===== config.mk =====
export PLATFORM = sky130hd
export DESIGN_NAME = nibble_add_sequencer
export DESIGN_NICKNAME = d
export VERILOG_FILES = /design/src/rtl/nibble_add_sequencer.sv
export SDC_FILE = /design/constraint.sdc
export NUM_CORES = 1
export LEC_CHECK = 0
export CORE_UTILIZATION = 35
export DETAILED_ROUTE_END_ITERATION = 6
export GPL_TIMING_DRIVEN = 1
export PLACE_DENSITY = 0.68
export REMOVE_ABC_BUFFERS = 1
export SLEW_MARGIN = 40
export SYNTH_ARGS = -nofsm -noshare
export SYNTH_HDL_FRONTEND = slang
export SYNTH_HIERARCHICAL = 1
export SYNTH_SLANG_ARGS = --single-unit
export TNS_END_PERCENT = 50

===== constraint.sdc =====
create_clock -name clk -period 3.6 [get_ports clk]
set_input_delay 0.54 -clock clk [delete_from_list [all_inputs] [get_ports clk]]
set_output_delay 0.54 -clock clk [all_outputs]
set_load 0.005 [all_outputs]

===== src/rtl/nibble_add_sequencer.sv =====
// Multi-cycle wide add/subtract controller: one 4-bit adder is stepped across
// NIBBLES slices, LSB first, with the carry chained through a register.

module parallel_adder (
  input  logic [3:0] A,
  input  logic [3:0] B,
  input  logic       Ci,
  output logic [3:0] S,
  output logic       Co
);

  assign {Co, S} = {1'b0, A} + {1'b0, B} + {4'b0000, Ci};

endmodule

module nibble_add_sequencer #(
  parameter int NIBBLES = 4
) (
  input  logic                 clk,
  input  logic                 rst,
  input  logic                 start,
  input  logic                 sub,
  input  logic [4*NIBBLES-1:0] op_a,
  input  logic [4*NIBBLES-1:0] op_b,
  output logic                 busy,
  output logic                 done,
  output logic [4*NIBBLES-1:0] sum,
  output logic                 carry_out,
  output logic                 overflow
);

  localparam int W    = 4 * NIBBLES;
  localparam int IDXW = $clog2(NIBBLES);

  typedef enum logic [1:0] {
    IDLE,
    RUN,
    DONE
  } state_t;

  state_t state, state_next;

  logic [IDXW-1:0] index;
  logic [W-1:0]    a_reg, b_reg, work_reg, work_next;
  logic            sub_reg, carry_reg;

  logic [3:0] adder_a, adder_b, adder_s;
  logic       adder_co;
  logic       last_nibble;

  assign last_nibble = (index == IDXW'(NIBBLES - 1));

  // Subtraction is A + ~B + 1: B is inverted per slice and the chain starts at carry 1.
  always_comb begin
    adder_a   = a_reg[{index, 2'b00} +: 4];
    adder_b   = b_reg[{index, 2'b00} +: 4] ^ {4{sub_reg}};
    work_next = work_reg;
    work_next[{index, 2'b00} +: 4] = adder_s;
  end

  parallel_adder u_adder (
    .A  (adder_a),
    .B  (adder_b),
    .Ci (carry_reg),
    .S  (adder_s),
    .Co (adder_co)
  );

  always_ff @(posedge clk) begin
    if (rst) state <= IDLE;
    else     state <= state_next;
  end

  always_comb begin
    state_next = state;
    case (state)
      IDLE:    if (start) state_next = RUN;
      RUN:     if (last_nibble) state_next = DONE;
      DONE:    state_next = IDLE;
      default: state_next = IDLE;
    endcase
  end

  assign busy = (state == RUN);
  assign done = (state == DONE);

  // Result outputs change only on the final slice so they are never seen half-built.
  always_ff @(posedge clk) begin
    if (rst) begin
      index     <= '0;
      carry_reg <= 1'b0;
      a_reg     <= '0;
      b_reg     <= '0;
      sub_reg   <= 1'b0;
      work_reg  <= '0;
      sum       <= '0;
      carry_out <= 1'b0;
      overflow  <= 1'b0;
    end else begin
      case (state)
        IDLE: begin
          if (start) begin
            a_reg     <= op_a;
            b_reg     <= op_b;
            sub_reg   <= sub;
            carry_reg <= sub;
            index     <= '0;
          end
        end
        RUN: begin
          work_reg  <= work_next;
          carry_reg <= adder_co;
          index     <= index + IDXW'(1);
          if (last_nibble) begin
            sum       <= work_next;
            carry_out <= adder_co;
            overflow  <= (a_reg[W-1] == (b_reg[W-1] ^ sub_reg)) &&
                         (adder_s[3] != a_reg[W-1]);
          end
        end
        default: ;
      endcase
    end
  end

endmodule


Word level (Yosys, flattened, before mapping)
Cells that the tools add are included.
{ "word_totals": {"reg_bits": 72, "input_bits": 36, "out_inout_bits": 20, "word_cells": 42} }
{ "op_classes": {"n_addsub": 4, "n_eq_ne": 7, "shifts": 4, "mux": 8, "bitwise": 2, "n_reduce_logical": 7} }
{ "ops": {"columns": ["op", "n"], "rows": [
  ["16-bit by 5-bit variable part select with 4-bit output", 2],
  ["16-bit bitwise mux", 1],
  ["4-bit by 6-bit variable shift with 16-bit output (first input constant)", 1],
  ["4-bit by 6-bit variable part select with 16-bit output", 1],
  ["2-bit case mux with 2 select lines", 2],
  ["2-bit AND reduction", 4],
  ["2-bit two-way mux", 3],
  ["4-bit negation with 6-bit output", 1],
  ["4-bit by 4-bit adder with 5-bit output", 1],
  ["5-bit by 1-bit adder with 5-bit output", 1],
  ["2-bit == test (second input constant)", 2],
  ["4-bit XOR", 1],
  ["2-bit by 1-bit adder with 2-bit output (second input constant)", 1],
  ["2-bit by 1-bit == test with 1-bit output (second input constant)", 1],
  ["2-bit logical NOT", 1],
  ["2-bit by 1-bit != test with 1-bit output (second input constant)", 1],
  ["2-bit != test (second input constant)", 1],
  ["1-bit case mux with 2 select lines", 1],
  ["2-bit nonzero test", 1],
  ["1-bit == test", 1],
  ["1-bit logical AND", 1],
  ["1-bit two-way mux", 1],
  ["1-bit != test", 1],
  ["1-bit XOR", 1]
]} }

Logic depth before layout (Yosys ltp)
{ "logic_depth": {"depth_word": 6, "ltp_mapped": 12, "depth_no_buf": 11} }

Modules after synthesis
The synthesis kept the hierarchy.
{ "modules_own_cells": {"columns": ["module", "n_inst", "cells_each", "area_each_um2", "seq_area_each_um2"], "rows": [
  ["nibble_add_sequencer", 1, 334, 3123.0, 1361.3],
  ["parallel_adder", 1, 16, 143.9, 0.0]
]} }

Least setup slack after synthesis
No wires, ideal clock.
{ "synth_timing": {"kind": "register to register", "startpoint": "register index[0]", "endpoint": "register work_reg[2]", "setup_time_ns": 0.086, "t_arrival_ns": 2.678, "t_required_ns": 3.514, "path_slack_ns": 0.836, "stages_incl_launch_ff": 11, "n_path_buf": 1, "period_less_slack_ns": 2.764, "path_cell_list": "dfxtp_1 buf_6 mux4_2 xor2_1 fa_1 inv_1 fa_1 xnor2_1 and4bb_1 mux2i_1 a211oi_1"} }
{ "synth_via": {"elab_chain_cells": 6, "elab_cells_between_ends": 9, "classes_between": "3 x add/sub; 4 x shift; 1 x mux; 1 x bitwise"} }
{ "synth_lines": {"columns": ["item", "line", "text"], "rows": [
  ["from (decl)", "43", "logic [IDXW-1:0] index;"],
  ["from (signal assigned)", "113", "index <= index + IDXW'(1);"],
  ["16-bit by 5-bit variable part select with 4-bit output", "56", "adder_b = b_reg[{index, 2'b00} +: 4] ^ {4{sub_reg}};"],
  ["4-bit XOR", "56", null],
  ["net adder_b[0]", "47", "logic [3:0] adder_a, adder_b, adder_s;"],
  ["4-bit by 4-bit adder with 5-bit output", "12", "assign {Co, S} = {1'b0, A} + {1'b0, B} + {4'b0000, Ci};"],
  ["5-bit by 1-bit adder with 5-bit output", "12", null],
  ["net adder_s[2]", "47", null],
  ["4-bit by 6-bit variable part select with 16-bit output", "58", "work_next[{index, 2'b00} +: 4] = adder_s;"],
  ["16-bit bitwise mux", "58", null],
  ["to (signal assigned)", "111", "work_reg <= work_next;"],
  ["to (decl)", "44", "logic [W-1:0] a_reg, b_reg, work_reg, work_next;"]
]} }
The timed path passes the listed nets, and every way through them passes these cells.
A chain may end at the register's enable or synchronous reset.

Final worst setup path
{ "layout_timing": {"startpoint": "register index[0]", "endpoint": "register work_reg[2]"} }
{ "layout_via": {"elab_cells_between_ends": 9, "classes_between": "3 x add/sub; 4 x shift; 1 x mux; 1 x bitwise"} }
{ "layout_rtl": {"columns": ["item", "line", "text"], "rows": [
  ["16-bit by 5-bit variable part select with 4-bit output", "55", "adder_a = a_reg[{index, 2'b00} +: 4];"],
  ["net adder_a[0]", "47", null],
  ["4-bit by 4-bit adder with 5-bit output", "12", null],
  ["5-bit by 1-bit adder with 5-bit output", "12", null],
  ["net adder_s[2]", "47", null],
  ["4-bit by 6-bit variable part select with 16-bit output", "58", null],
  ["16-bit bitwise mux", "58", null]
]} }
The timed path passes the listed nets, and every way through them passes these cells.

==> qor.txt <==
routed len/inst: 13.2 um
Yosys reg bits: 68
number of routed nets with antenna violations: 0
mapped cell area: 3270 um2
post-synthesis area per instance: 9.33 um2
Routed WL: 6710 um
post-synth cell types: 43
reg2reg start: index[0]
Synth area leader: dfxtp_1
commonest non-fill, non-tap cell in the layout: nand2_1
Die Area: 9720 um2
critical path class: reg2reg
Design Power: 1730 uW
min Tclk post-route: 2.81 ns
area occupied by registers: 1360 um2
Vias/cell: 5.01
main area contributors after synthesis: dfxtp_1, nand2_1, a21oi_1, mux4_2, nor2b_1
sequential element share of the synthesized area: 41.7%
Final period util: 78.1%
DP Area: 3810 um2
Pins Over Slew Limit: 0
Peak Freq: 355 MHz
met2 GRT Util: 24.5%
Root Driver: clkbuf_8
Layout Skew: 0.0111 ns
Async S/R FF share, synth: 0%
diodes inserted: 0
startpoint types: flip-flop
Main synth FF type: dfxtp_1
CP Max Fanout: 7
cell area after layout: 4020 um2
Worst-path clk slew: 0.07 ns
Final Setup Violations: 0
grt peak-use layer: met2
FF-to-FF path depth: 10
RR Endpoint: work_reg[2]
Die Y: 98.6 um
vias in the first global route: 2417
worst path required time: 3.86 ns
all-layer global routing usage: 14.7%
GRT overflow: 0
Die Wd: 98.6 um
initial antenna violation count: 0
Initial DRC Count: 137
DRC errors left: 0
met3 Track Usage GR: 5.67%
Sw Ratio: 26.6%
max cap viols: 0
VDD IR max: 0.000272 V
hold endpoint: b_reg[8]
Worst Hold Class: reg2reg
most frequent cells in the layout: nand2_1, dfxtp_1, clkdlybuf4s50_1
setup TNS: 0 ns
clock power share: 37.8%
setup ws final: 0.787 ns
router iterations before antenna repair: 4
share of layout cells above drive strength 1: 14.2%
cts bufs inserted: 9
CTS tree: yes
reg2reg setup slack: 0.79 ns
CP Data Arrival Time: 3.07 ns
first-pass GRT wire length: 11300 um
CTS sink cnt: 68
vias: 2552
number of post-CTS setup repair buffers: 0
Initial Utilization: 36.7%
area of the multi-input gates: 1680 um2
slew margin rel.: 54.8%
Reg power frac: 46.5%
Post-CTS Hold Buffers: 0
largest net degree at the start of global routing: 35
H-tree depth: 3
cts repair resizes: 0
worst-margin pin slew: 0.677 ns
clk_lat worst skew: 0.35 ns
Worst setup EP type: flip-flop
pwr/cell area: 429 nW/um2
final hold vios: 0
Fill cells: 860
layout net count: 442
M1 GR Usage: 17.8%
Psw: 460 uW
Leak: 0.00150 uW
RSZ-0062 raised after global routing: false
status: complete, no violations
# IOs: 56
DP HPWL: 4720 um
Ys Warns: 6
Syn-to-layout area delta: 23.1%
number of synthesized flops with an enable pin: 0
core area: 8890 um2
worst hold path depth: 2
hold path startpoint: b_reg[8]
Comb pwr share: 15.7%
Cells after Synth: 350
pre-CTS WS: 0.801 ns
Yosys top cell area share: 41.7%
Port Buf Inserts: 55
Int Pwr: 1270 uW
Final GP Congestion: 0.805
row count: 34
Max Buffers Root-to-Sink: 2
==> kinds of logic (layout without fill, tap and decap cells) <==
kind of cell    after synthesis  after routing  synth area share [%]
compound gates               79             79                  15.4
xor+xnor                      7              7                  1.88
mux                          11             11                  6.43
fa+ha+maj                    10             10                  4.29
flops                        68             68                  41.7
simple gates                140            140                  23.4
buf+inv                      35             86                  6.86
==> worst max-delay path: stages (launching register included) <==
cell      delay, ns
dfxtp_1        0.39
buf_4          0.22
mux4_2         0.53
fa_1           0.45
inv_1          0.09
fa_1           0.20
xnor2_1        0.12
buf_4          0.17
and4bb_1       0.19
mux2i_1        0.10
a211oi_1       0.27
==> cells in the mapped netlist, types with 2 or more instances <==
cell	instances
nand4_1	2
a211oi_1	8
ha_1	8
mux4_2	8
fa_1	2
nor3b_4	2
mux2i_1	3
nor3_2	8
a21bo_2	2
xnor2_1	3
a21oi_1	45
xor2_1	4
inv_1	7
nand3_2	4
nand2_1	73
dfxtp_1	68
nand2b_1	2
nor2_1	20
buf_6	8
a22o_1	6
a21oi_2	2
a311oi_1	8
buf_2	11
nor2b_1	18
and4b_1	2
clkbuf_1	6
buf_4	2
a31oi_1	3
==> worst max path at each step <==
stage | start | to | slack (ns) | depth (start not counted)
final | index[0] | work_reg[2] | 0.79 | 10
after detailed placement | index[0] | work_reg[2] | 0.80 | 10
after global routing | index[0] | work_reg[2] | 0.56 | 10
after floorplan | index[0] | work_reg[2] | 0.48 | 9
after CTS | index[0] | work_reg[2] | 0.77 | 10
after global placement | index[0] | sum[2] | 0.89 | 10
==> layout make-up <==
cell class,instances,area share (%)
inverter,7,0.653
tap,108,3.36
timing repair buffer,63,15.1
sequential,68,33.9
multi-input combinational,247,41.8
clock inverter,5,1.46
clock buffer,11,3.76
==> per-layer routing <==
metal  share of wire [%]  vias to the layer above
li1                    -                     1296
met1                  46                     1174
met2                  47                       75
met3                 5.9                        7
met4                0.88                        0
met5                   0                        -
==> power groups by stage <==
stage          clock (uW)  sequential, uW  combinational [uW]
2_1_floorplan           0             818                 158
3_3_place_gp            0             820                 266
3_5_place_dp            0             821                 274
4_1_cts               674             803                 275
5_1_grt               703             808                 300
6_report              653             803                 271
==> through the flow <==
| step | hold slack, ns | util (%) | cells |
|---|---|---|---|
| after detailed placement | 0.446 | 42.9 | 493 |
| after floorplan | 0.427 | - | 322 |
| final | 0.456 | 45.2 | 509 |
| after global routing | 0.473 | 45.2 | 509 |
| after CTS | 0.457 | 45.2 | 509 |
| after global placement | 0.442 | 42.9 | 493 |
No activity file was read; power rests on OpenSTA's default activity.
